### src/rtl/scene_rect_writer_pkg.sv
// scene_rect_writer_pkg: scene geometry, colour width and writer state encoding shared with scan-out
package scene_rect_writer_pkg;
  localparam int SCENE_WIDTH = 400;
  localparam int SCENE_HEIGHT = 300;
  localparam int COORD_W = 9;
  localparam int COLOR_W = 6;
  localparam logic [COLOR_W-1:0] BLACK = 6'b000000;
  typedef enum logic [1:0] {IDLE, WAIT_VB, FILL, DONE} state_t;
endpackage

### src/rtl/scene_rect_writer_rect_clip.sv
// rect_clip: clips a rectangle or clear command to the scene and flags commands that write nothing
module rect_clip import scene_rect_writer_pkg::*; #(
  parameter int SCENE_WIDTH = scene_rect_writer_pkg::SCENE_WIDTH,
  parameter int SCENE_HEIGHT = scene_rect_writer_pkg::SCENE_HEIGHT,
  parameter int COORD_W = scene_rect_writer_pkg::COORD_W
) (
  input  logic               clear,
  input  logic [COORD_W-1:0] x,
  input  logic [COORD_W-1:0] y,
  input  logic [COORD_W-1:0] w,
  input  logic [COORD_W-1:0] h,
  output logic [COORD_W-1:0] x0,
  output logic [COORD_W-1:0] y0,
  output logic [COORD_W:0]   x_end,
  output logic [COORD_W:0]   y_end,
  output logic               empty
);
  localparam logic [COORD_W:0] SW = (COORD_W+1)'(SCENE_WIDTH);
  localparam logic [COORD_W:0] SH = (COORD_W+1)'(SCENE_HEIGHT);
  logic [COORD_W:0] xs, ys;
  // one extra bit on the sums so x+w and y+h never wrap before the min against the scene edge
  always_comb begin
    xs = {1'b0, x} + {1'b0, w};
    ys = {1'b0, y} + {1'b0, h};
    x0 = clear ? '0 : x;
    y0 = clear ? '0 : y;
    x_end = (clear || xs > SW) ? SW : xs;
    y_end = (clear || ys > SH) ? SH : ys;
    empty = !clear && (w == '0 || h == '0 || {1'b0, x} >= SW || {1'b0, y} >= SH);
  end
endmodule

### src/rtl/scene_rect_writer.sv
// scene_rect_writer: fills clipped rectangles / clears the scene one pixel per clock in row-major order
// Define SCENE_WRITER_VBLANK_SYNC_EN to hold each non-empty fill until the next vertical_porch_start pulse.
module scene_rect_writer import scene_rect_writer_pkg::*; #(
  parameter int SCENE_WIDTH = scene_rect_writer_pkg::SCENE_WIDTH,
  parameter int SCENE_HEIGHT = scene_rect_writer_pkg::SCENE_HEIGHT,
  parameter int COORD_W = scene_rect_writer_pkg::COORD_W
) (
  input  logic               pixel_clk,
  input  logic               rst,
  input  logic               cmd_valid,
  output logic               cmd_ready,
  input  logic               cmd_clear,
  input  logic [COORD_W-1:0] cmd_x,
  input  logic [COORD_W-1:0] cmd_y,
  input  logic [COORD_W-1:0] cmd_w,
  input  logic [COORD_W-1:0] cmd_h,
  input  logic [COLOR_W-1:0] cmd_color,
  input  logic               vertical_porch_start,
  output logic               wr_en,
  output logic [COORD_W-1:0] wr_x,
  output logic [COORD_W-1:0] wr_y,
  output logic [COLOR_W-1:0] wr_color,
  output logic               busy,
  output logic               done
);
  state_t state, state_n;
  logic [COORD_W-1:0] x0_c, y0_c, x0, x_n, y_n;
  logic [COORD_W:0] x_end_c, y_end_c, x_end, y_end, xi, yi;
  logic empty_c, accept, last_col;
  rect_clip #(.SCENE_WIDTH(SCENE_WIDTH), .SCENE_HEIGHT(SCENE_HEIGHT), .COORD_W(COORD_W)) u_clip (
    .clear(cmd_clear), .x(cmd_x), .y(cmd_y), .w(cmd_w), .h(cmd_h),
    .x0(x0_c), .y0(y0_c), .x_end(x_end_c), .y_end(y_end_c), .empty(empty_c)
  );
  assign cmd_ready = state == IDLE && !rst;
  assign accept = cmd_valid && cmd_ready;
  assign busy = state != IDLE;
`ifndef SCENE_WRITER_VBLANK_SYNC_EN
  logic vblank_unused;
  assign vblank_unused = vertical_porch_start;
`endif
  // next state and cursor; the cursor lives in wr_x/wr_y so the write port needs no extra stage
  always_comb begin
    state_n = state;
    x_n = wr_x;
    y_n = wr_y;
    xi = {1'b0, wr_x} + (COORD_W+1)'(1);
    yi = {1'b0, wr_y} + (COORD_W+1)'(1);
    last_col = xi == x_end;
    case (state)
      IDLE: if (accept) begin
        x_n = x0_c;
        y_n = y0_c;
`ifdef SCENE_WRITER_VBLANK_SYNC_EN
        state_n = empty_c ? DONE : WAIT_VB;
`else
        state_n = empty_c ? DONE : FILL;
`endif
      end
`ifdef SCENE_WRITER_VBLANK_SYNC_EN
      WAIT_VB: state_n = vertical_porch_start ? FILL : WAIT_VB;
`endif
      FILL: begin
        x_n = last_col ? x0 : xi[COORD_W-1:0];
        y_n = last_col ? yi[COORD_W-1:0] : wr_y;
        state_n = (last_col && yi == y_end) ? DONE : FILL;
      end
      default: state_n = IDLE;
    endcase
  end
  // state, registered write port and the command fields latched on accept
  always_ff @(posedge pixel_clk or posedge rst) begin
    if (rst) begin
      state <= IDLE;
      wr_en <= 1'b0;
      wr_x <= '0;
      wr_y <= '0;
      wr_color <= BLACK;
      done <= 1'b0;
      x0 <= '0;
      x_end <= '0;
      y_end <= '0;
    end else begin
      state <= state_n;
      wr_en <= state_n == FILL;
      done <= state_n == DONE;
      wr_x <= x_n;
      wr_y <= y_n;
      if (accept) begin
        x0 <= x0_c;
        x_end <= x_end_c;
        y_end <= y_end_c;
        wr_color <= cmd_color;
      end
    end
  end
endmodule

### config.mk
export PLATFORM = sky130hd
export DESIGN_NAME = scene_rect_writer
export DESIGN_NICKNAME = d
export VERILOG_FILES = /design/src/rtl/scene_rect_writer_pkg.sv /design/src/rtl/scene_rect_writer_rect_clip.sv /design/src/rtl/scene_rect_writer.sv
export SDC_FILE = /design/constraint.sdc
export NUM_CORES = 1
export LEC_CHECK = 0
export CAP_MARGIN = 10
export CORE_ASPECT_RATIO = 0.8
export CORE_MARGIN = 1.5
export CORE_UTILIZATION = 40
export CTS_BUF_LIST = sky130_fd_sc_hd__clkbuf_2
export DETAILED_ROUTE_END_ITERATION = 8
export PLACE_DENSITY = 0.73
export SLEW_MARGIN = 30
export SYNTH_ARGS = -nofsm -noshare
export SYNTH_HDL_FRONTEND = slang
export SYNTH_SLANG_ARGS = --single-unit
### constraint.sdc
create_clock -name pixel_clk -period 2.6 [get_ports pixel_clk]
set_clock_uncertainty 0.15 [all_clocks]
set_input_delay 0.52 -clock pixel_clk [delete_from_list [all_inputs] [get_ports pixel_clk]]
set_output_delay 0.52 -clock pixel_clk [all_outputs]
set_load 0.05 [all_outputs]
Word-level counts from Yosys, hierarchy flattened
Cells that the tools add are included.
{ "totals": {"inputBits": 47, "ramBits": 0, "latchBits": 0, "elab_cells": 56, "output_inout_bits": 28, "ff_bits": 57, "mem_bits_ro": 0, "mem_count": 0} }
{ "classes": {"mux": 14, "magnitude_cmp": 4, "multipliers": 0, "shift": 0, "n_eq_ne": 7, "bitwise_logic": 0, "reduce_logical": 18, "n_div": 0, "n_addsub": 4} }
{ "ops": {"columns": ["cell", "n"], "rows": [
  ["2-to-1 mux 9 bit", 6],
  ["one-hot mux 9 bit (2 select lines)", 2],
  ["adder 9 x 1 -> 10 bit, second input constant", 2],
  ["adder 9 x 9 -> 10 bit", 2],
  ["equality test 10 bit", 2],
  ["greater-than comparator 10 x 9 -> 1 bit, second input constant", 2],
  ["2-to-1 mux 10 bit", 2],
  ["greater-or-equal comparator 9 bit, second input constant", 2],
  ["zero test 9 bit", 2],
  ["equality test 2 bit, second input constant", 3],
  ["logical OR 1 bit", 5],
  ["logical AND 1 bit", 4],
  ["!= test 2 bit, second input constant", 2],
  ["one-hot mux 2 bit (2 select lines)", 1],
  ["nonzero test 2 bit", 2],
  ["AND reduction 3 bit", 1],
  ["zero test 1 bit", 2],
  ["zero test 2 bit", 1],
  ["2-to-1 mux 1 bit", 2],
  ["2-to-1 mux 2 bit", 1],
  ["AND reduction 2 bit", 1]
]} }

Logic depth before layout (Yosys ltp)
Gate-level depths: netlist of run 1.
{ "depth": {"word_depth": 9, "mapped_depth": 10, "depth_no_buf": 10} }

Hierarchy
A second synthesis of run 1 with hierarchy kept.
{ "unflattened": {"cells_unflattened": 514, "hier_area_um2": 4234.1} }
{ "modules_own_cells": {"columns": ["mod", "area_per_inst_um2", "n_inst", "seq_area_each_um2", "cells_each"], "rows": [
  ["scene_rect_writer", 3143.0, 1, 1426.4, 367],
  ["rect_clip", 1091.0, 1, 0.0, 147]
]} }

Least setup slack after synthesis of run 1
OpenSTA, ideal clock, no wires.
{ "synth_timing": {"kind": "register to register", "from": "register state[1]", "to": "register x_end[5]", "setup_slack_ps": -303, "period_less_slack_ps": 2903, "path_stages_with_launch": 8, "setup_ps": 110, "path_buffers": 1, "required_ps": 2340, "t_arrival_ps": 2643, "cell_sequence": "dfrtp_1 > or2_2 > nor2_1 > nand2_1 > nor2_1 > clkbuf_1 > nand2_1 > o41ai_1"} }
{ "synth_between": {"elab_chain_len": 3} }
{ "synth_lines": {"columns": ["element", "line", "text"], "rows": [
  ["start, declared", "scene_rect_writer.sv:26", "state_t state, state_n;"],
  ["start signal, assigned", "scene_rect_writer.sv:83", "state <= state_n;"],
  ["zero test 2 bit", "scene_rect_writer.sv:34", "assign cmd_ready = state == IDLE && !rst;"],
  ["logical AND 1 bit", "scene_rect_writer.sv:34", null],
  ["named net cmd_ready", "scene_rect_writer.sv:11", "output logic cmd_ready,"],
  ["logical AND 1 bit", "scene_rect_writer.sv:35", "assign accept = cmd_valid && cmd_ready;"],
  ["end signal, assigned", "scene_rect_writer.sv:90", "x_end <= x_end_c;"],
  ["end, declared", "scene_rect_writer.sv:28", "logic [COORD_W:0] x_end_c, y_end_c, x_end, y_end, xi, yi;"]
]} }
The timed path passes the listed nets, and every way through them passes these cells.
A chain may end at the register's enable or synchronous reset.

Worst setup path in the final report of run 1
{ "layout_timing": {"from": "input port cmd_h[0]", "to": "register y_end[2]"} }
{ "layout_between": {"elab_chain_len": 4} }
{ "layout_lines": {"columns": ["element", "line", "text"], "rows": [
  ["start, declared", "scene_rect_writer.sv:16", "input logic [COORD_W-1:0] cmd_h,"],
  ["adder 9 x 9 -> 10 bit *", "scene_rect_writer_rect_clip.sv:24", "ys = {1'b0, y} + {1'b0, h};"],
  ["greater-than comparator 10 x 9 -> 1 bit", "scene_rect_writer_rect_clip.sv:28", "y_end = (clear || ys > SH) ? SH : ys;"],
  ["logical OR 1 bit", "scene_rect_writer_rect_clip.sv:28", null],
  ["2-to-1 mux 10 bit *", "scene_rect_writer_rect_clip.sv:28", null],
  ["end signal, assigned", "scene_rect_writer.sv:91", "y_end <= y_end_c;"],
  ["end, declared", "scene_rect_writer.sv:28", null]
]} }
Every way passes the cells marked *; elsewhere a longest branch is shown, timed or not.

==> summary.md, run 1 <==
| Metric | Value |
|---|---|
| Outcome | `finished clean` |
| Initial antenna violation count | `0` |
| Ranking of synthesized cells by area | `dfrtp_1 (36%), ha_1 (6.2%), nand2_1 (3.9%)` |
| CTS Buffer Depth | `2` |
| Filler cells | `approximately 860` |
| Fin Setup TNS | `0 ns` |
| CP top delay family | `compound AO/OA/AOI/OAI gates` |
| Area grow syn2layout | `43.1%` |
| Syn Area/Cell | `9.35 um^2` |
| Final WL | `between 10000 and 15000 um` |
| Post-route ant nets | `0` |
| Port bufs | `73` |
| Buf/Inv on CP | `3` |
| CTS root buf | `clkbuf_2` |
| DRC | `0` |
| Routed vias | `4005` |
| Max-cap viol count | `0` |
| Chip Height | `between 90 and 100 um` |
| Register area share after synthesis | `0.356` |
| Hpwl dp | `9400 um` |
| H-tree depth | `3` |
| Minimum clock period | `~2.6 ns` |
| Final setup fails | `0` |
| Maximum VDD drop | `slightly below 0.0006 V` |
| Max incr delay on CP | `0.49 ns` |
| Slowest CP cell | `or4_4` |
| Most frequent cells in the layout | `buf_4 (77), dfrtp_1 (52), clkdlybuf4s50_1 (51), nand2_1 (42), a21oi_1 (28)` |
| Clock share of power | `0.104` |
| Final worst setup slack | `between 0.02 and 0.025 ns` |
| CTS tree | `yes` |
| Slew @ Worst Pin | `0.621 ns` |
| Unrepaired setup endpoints after global routing | `yes` |
| Fraction of layout cells with a size suffix above 1 | `0.249` |
| Hold WC Path Type | `in2reg` |
| Final period util | `0.992` |
| Crit Path Category | `in2reg` |
| Largest net degree at the start of global routing | `58` |
| Worst-path cell chain | `buf_6 -> ha_4 -> inv_2 -> fa_2 -> nor2b_1 -> o21a_1 -> o211a_4 -> or4_4 -> a222oi_1 -> buf_4 -> o31ai_4 -> o22a_1` |
| Combinational share of power | `0.582` |
| # IOs | `75` |
| Ant. Diodes | `0` |
| Sw power | `2470 uW` |
| 1st-iter DRT viols | `266` |
| Post-synth top area share | `0.356` |
| Seq pwr share | `0.314` |
| Critical Path RT | `roughly 2.9 ns` |
| Relative max-transition margin | `0.586` |
| CTS Hold Bufs | `0` |
| Leakage power | `between 0.002 and 0.003 uW` |
| Synth Register Bits | `between 50 and 60` |
| Dpl ws | `-0.870 ns` |
| Area leader, netlist | `dfrtp_1` |
| Initial core utilization | `0.414` |
| Worst path arrival time | `2.84 ns` |
| Max Fclk | `0.388 GHz` |
| Clock Sinks | `57` |
| Most used DFF post-synth | `dfrtp_1` |
| Net Sw Frac | `0.465` |
| Int Pwr | `2840 uW` |
| Synth async-reset ratio | `1.00` |
| Yosys warns | `0` |
| Floorplan row count | `32` |
| Crit start category | `primary input` |
| Core area | `9690 um^2` |
| Max-slew violations | `0` |
| Cell Pwr Density | `924 nW/um^2` |
| Syn_nets | `498` |
| Die area | `around 11000 um^2` |
| GRT Resource Usage Total | `0.235` |
| Post-synth EDFFs | `0` |
| DR pass1 iterations | `5` |
| CTS clock-pin slew for the worst setup and hold paths | `approximately 0.15 ns` |
| Die Width | `roughly 110 um` |
| Avg Vias per Cell | `5.58` |
| Post-synthesis instance total | `429` |
| CTS Buf Count | `9` |
| Largest driver fanout on the critical path | `3` |
| First-pass GRT wire length | `a little under 20000 um` |
| Worst skew pair latency | `0.54 ns` |
| Crit. End Element | `register` |
| Synthesized area | `4010 um^2` |
| GRT Residual Overflow | `0` |
| Fin nets | `roughly 650` |
| Vias in the first global route | `3948` |
| Commonest non-fill, non-tap cell in the layout | `buf_4` |
| Synth unique cells | `64` |
| Final Hold Fails | `0` |
| Wire per inst | `17.0 um` |
| RePlAce Congestion | `0.878` |
-- power by group through the flow --
stage	Clock (uW)	Combinational, uW	Sequential (uW)
6_report	552	3090	1660
5_1_grt	585	3310	1710
4_1_cts	551	3060	1650
3_5_place_dp	0	3060	1660
3_3_place_gp	0	2990	1650
2_1_floorplan	0	1450	2170
-- cells in the mapped netlist (3+ instances only) --
cell type	number
nand2b_1	3
nand2_1	42
nor2_1	29
nor2b_1	7
xor2_1	14
a221oi_1	3
a31o_2	3
a22oi_1	8
ha_1	20
a32o_1	5
nand3_1	9
nand4_1	5
inv_1	14
o21a_1	7
and3_1	8
a211oi_1	3
a311oi_1	6
o21ai_0	18
xnor2_1	10
a31oi_1	5
o41ai_1	3
clkbuf_1	12
and2_1	6
mux2i_1	8
or2_2	6
xnor3_1	5
dfrtp_1	57
a21oi_1	28
o31ai_1	5
nor3_1	13
nor4_1	4
a22o_1	16
a21o_1	6
-- layer usage --
metal	GRT usage	wire [um]
met4	0.0895	264
met3	0.0563	734
met5	0	0
met1	0.315	5630
met2	0.368	5550
-- through the flow --
step,std cells,power (uW),util,instance area (um^2),hold slack (ns)
floorplan,429,3620,-,4090,0.321
global placement,702,4630,0.574,5560,0.310
detailed placement,702,4720,0.574,5560,0.319
CTS,717,5260,0.585,5670,0.289
global route,718,5610,0.592,5740,0.192
finish,718,5310,0.592,5740,0.196
-- cells by family (layout without fill, tap and decap cells) --
logic type               count (synthesis)  count (layout)  synth area share
multiplexers                             8               8            0.0200
adder cells (fa/ha/maj)                 22              22            0.0724
flip-flops                              57              57             0.356
XOR/XNOR                                29              29            0.0805
buffers and inverters                   28             181            0.0290
AND/OR/NAND/NOR                        143             143             0.180
AO/OA/AOI/OAI                          142             142             0.263
-- sequential cells by signal, summed over array words and instances (netlist names) --
| register | flops |
|---|---|
| wr_color | 6 |
| wr_y | 9 |
| wr_x | 9 |
| wr_en | 1 |
| x_end | 10 |
| done | 1 |
| state | 2 |
| x0 | 9 |
| y_end | 10 |
-- final timing paths --
path / start / to / slack, ns / cells past startpoint
max in group asynchronous: rst / wr_x[0] / 1.71 / 3
worst max register to register: wr_x[0] / wr_y[5] / 0.12 / 9
worst min-delay path: cmd_y[0] / y_end[0] / 0.20 / 3
worst min register to register: wr_color[5] / wr_color[5] / 0.35 / 2
min in group asynchronous: rst / wr_y[2] / 0.24 / 3
worst max-delay path: cmd_h[0] / y_end[2] / 0.02 / 12
-- worst min-delay path, cell delays in order --
cell    delay, ns
buf_6        0.08
ha_4         0.12
a22o_1       0.11
-- final cells by class --
type,count,area (um^2),area share
flip-flops and latches,57,1430,0.250
repair buffers,152,1380,0.240
clock inverters,5,47.5,0.00828
multi-input cells,344,2610,0.455
well taps,136,170,0.0296
clock buffers,10,50.0,0.00872
inverters,14,52.6,0.00915
-- repair_timing --
action	in CTS	in global routing
endpoints found under the setup margin	16	32
setup buffers	0	2
resized for setup	19	38
hold endpoints to repair	0	0
pin swaps	8	18
No activity file was read; power rests on OpenSTA's default activity.
==> inputs of run 2 (changes only) <==
--- a/config.mk
+++ b/config.mk
@@ -9,7 +9,7 @@
 export CORE_ASPECT_RATIO = 0.8
 export CORE_MARGIN = 1.5
 export CORE_UTILIZATION = 40
-export CTS_BUF_LIST = sky130_fd_sc_hd__clkbuf_2
+export CTS_BUF_LIST = sky130_fd_sc_hd__clkbuf_4
 export DETAILED_ROUTE_END_ITERATION = 8
 export PLACE_DENSITY = 0.73
 export SLEW_MARGIN = 30
==> run 2 against run 1 <==
The run now ends with negative setup slack left. Via count hardly changed. Sequential share of layout area is 0.38 points lower. Routed wire length is 0.39% higher. Non-clock buffer count is 2 higher. Cell area is 1.5% higher. Fmax is 1.5% lower. Count of clock-buffer cells in the layout stayed put. Worst setup slack worse by 0.040 ns. Critical path depth is 2 lower. First-iteration DRC count is 26% lower. Global-route usage is 0.23 points higher. Critical endpoint is now y_end[5]. Largest cell class unchanged. Largest power group unchanged.
==> summary.md, run 2 (synthesized netlist as in run 1, its figures left out) <==
| Metric | Value |
|---|---|
| Outcome | `finished, violations left` |
| Violations in the final reports | `negative setup slack` |
| Initial core utilization | `0.414 (unchanged)` |
| Relative max-transition margin | `0.579 (-0.00719)` |
| Worst path arrival time | `2.76 ns (-0.08 ns)` |
| 1st-iter DRT viols | `197 (-26%)` |
| Final core occ | `0.601 (+0.00904)` |
| Ant. Diodes | `0 (unchanged)` |
| Routed vias | `4007 (+0.050%)` |
| Crit start category | `primary input` |
| Fin Setup TNS | `-0.0256 ns (-0.0256 ns)` |
| Worst hold slack | `0.309 ns (+0.114 ns)` |
| Worst-path cell chain | `buf_4 -> ha_4 -> a21o_1 -> a211o_1 -> a2111o_1 -> a21o_1 -> a222oi_1 -> buf_4 -> o31ai_4 -> o22a_1` |
| CTS Hold Bufs | `0 (unchanged)` |
| First-pass GRT wire length | `19600 um (+0.92%)` |
| Die Width | `115 um (unchanged)` |
| DRC | `0 (unchanged)` |
| Port bufs | `73 (unchanged)` |
| Final WL | `12200 um (+0.39%)` |
| CTS Buf Count | `9 (unchanged)` |
| Crit. End Element | `register` |
| Largest net degree at the start of global routing | `58 (unchanged)` |
| Hold path cells | `3 (unchanged)` |
| Max Fclk | `0.382 GHz (-1.5%)` |
| GRT Residual Overflow | `0 (unchanged)` |
| Chip Height | `92.6 um (unchanged)` |
| Initial antenna violation count | `0 (unchanged)` |
| CTS root buf | `clkbuf_4` |
| Max-cap viol count | `0 (unchanged)` |
| Die area | `10600 um^2 (unchanged)` |
| Final period util | `1.01 (+0.0153)` |
| Max incr delay on CP | `0.40 ns (-0.09 ns)` |
| Fin nets | `649 (+0.31%)` |
| Most frequent cells in the layout | `buf_4 (77), dfrtp_1 (52), clkdlybuf4s50_1 (49), nand2_1 (42)` |
| Slowest CP cell | `a2111o_1` |
| Post-route ant nets | `0 (unchanged)` |
| Unrepaired setup endpoints after global routing | `yes` |
| Maximum VDD drop | `0.000674 V (+17%)` |
| Leakage power | `0.00262 uW (about the same)` |
| Max-slew violations | `0 (unchanged)` |
| Core area | `9690 um^2 (unchanged)` |
| CTS tree | `yes` |
| Hpwl dp | `9400 um (unchanged)` |
| Worst skew pair latency | `0.41 ns (-0.13 ns)` |
| R2R Setup Slk | `0.10 ns (-0.02 ns)` |
| Commonest non-fill, non-tap cell in the layout | `buf_4` |
| GRT Resource Usage Total | `0.237 (+0.00228)` |
| CTS clock-pin slew for the worst setup and hold paths | `0.09 ns (-0.06 ns)` |
| Final Hold Fails | `0 (unchanged)` |
| Avg Vias per Cell | `5.57 (-0.23%)` |
| H-tree depth | `3 (unchanged)` |
| Floorplan row count | `32 (unchanged)` |
| Non-filler cells, final | `720 (+0.28%)` |
| Clock Sinks | `57 (unchanged)` |
| DR pass1 iterations | `4 (-1)` |
| Final setup fails | `3 (+3)` |
| # IOs | `75 (unchanged)` |
| Slew @ Worst Pin | `0.632 ns (+0.0108 ns)` |
| Final worst setup slack | `-0.0198 ns (-0.0399 ns)` |
| Wire per inst | `17.0 um (+0.11%)` |
| Fraction of layout cells with a size suffix above 1 | `0.259 (+0.00942)` |
| RePlAce Congestion | `0.878 (unchanged)` |
| Critical Path RT | `2.74 ns (-0.12 ns)` |
| Cells on worst reg2reg path | `9 (unchanged)` |
| Dpl ws | `-0.870 ns (unchanged)` |
| Top Registers | `x_end (10), y_end (10)` |
| Vias in the first global route | `3987 (+0.99%)` |
| Hold WC Path Type | `in2reg` |
| Area grow syn2layout | `45.3%` |
| Cell Pwr Density | `925 nW/um^2 (about the same)` |
| Largest driver fanout on the critical path | `3 (unchanged)` |
| CTS Buffer Depth | `2 (unchanged)` |
| Crit Path Category | `in2reg` |
| Minimum clock period | `2.62 ns (+0.0399 ns)` |
| Dpl cells | `702 (unchanged)` |
[run 2: cell count changes in the layout (fill, tap and decap cells not counted), sizes merged]
cell           previous run  this run
clkdlybuf4s15             0         2
clkbuf                   13        11
buf                      83        87
clkdlybuf4s50            51        49
dlymetal6s2s             10         9
dlygate4sd2               5         6
[run 2: worst paths after layout]
check                         endpoint        start
max reg2reg                    wr_y[5]      wr_x[0]
max                           y_end[5]     cmd_h[1]
min in group asynchronous      wr_y[3]          rst
min reg2reg                wr_color[5]  wr_color[5]
max in group asynchronous      wr_x[0]          rst
min                           y_end[0]     cmd_y[0]
[run 2: final cells by class]
cell class	instances	area, um^2
fill	847	3860
multi-input combinational	344	2650
sequential	57	1430
timing repair buffer	154	1400
tap	136	170
clock buffer	10	75.1
inverter	14	52.6
clock inverter	5	47.5
[run 2: worst max-delay path, delay by kind of cell]
family                   cells  cell delay, ns
AO/OA/AOI/OAI                7            1.71
adder cells (fa/ha/maj)      1            0.20
buffers and inverters        2            0.34
[run 2: timing repair]
item,in CTS,in global routing
pin swaps,20,12
setup endpoints to repair,16,28
gates resized for setup,41,32
buffers inserted,1,2
[run 2: per-stage QoR]
stage / area (um^2) / total power [uW]
after global placement: 5560 / 4630
after floorplan: 4090 / 3620
after detailed placement: 5560 / 4720
after global routing: 5830 / 5730
final: 5830 / 5390
after CTS: 5730 / 5360
[run 2: layer usage]
metal  vias to the layer above  wire, um  global-route usage
met1                      1932      5600               0.320
met3                        24       744              0.0569
met2                       120      5640               0.370
met4                         0       244              0.0905
met5                         -         0                   0
li1                       1931         -                   -
[run 2: where the power goes]
| part | total, uW | internal [uW] | switching, uW |
|---|---|---|---|
| combinational | 3110 | 1400 | 1710 |
| sequential | 1670 | 1250 | 415 |
| clock | 614 | 290 | 324 |
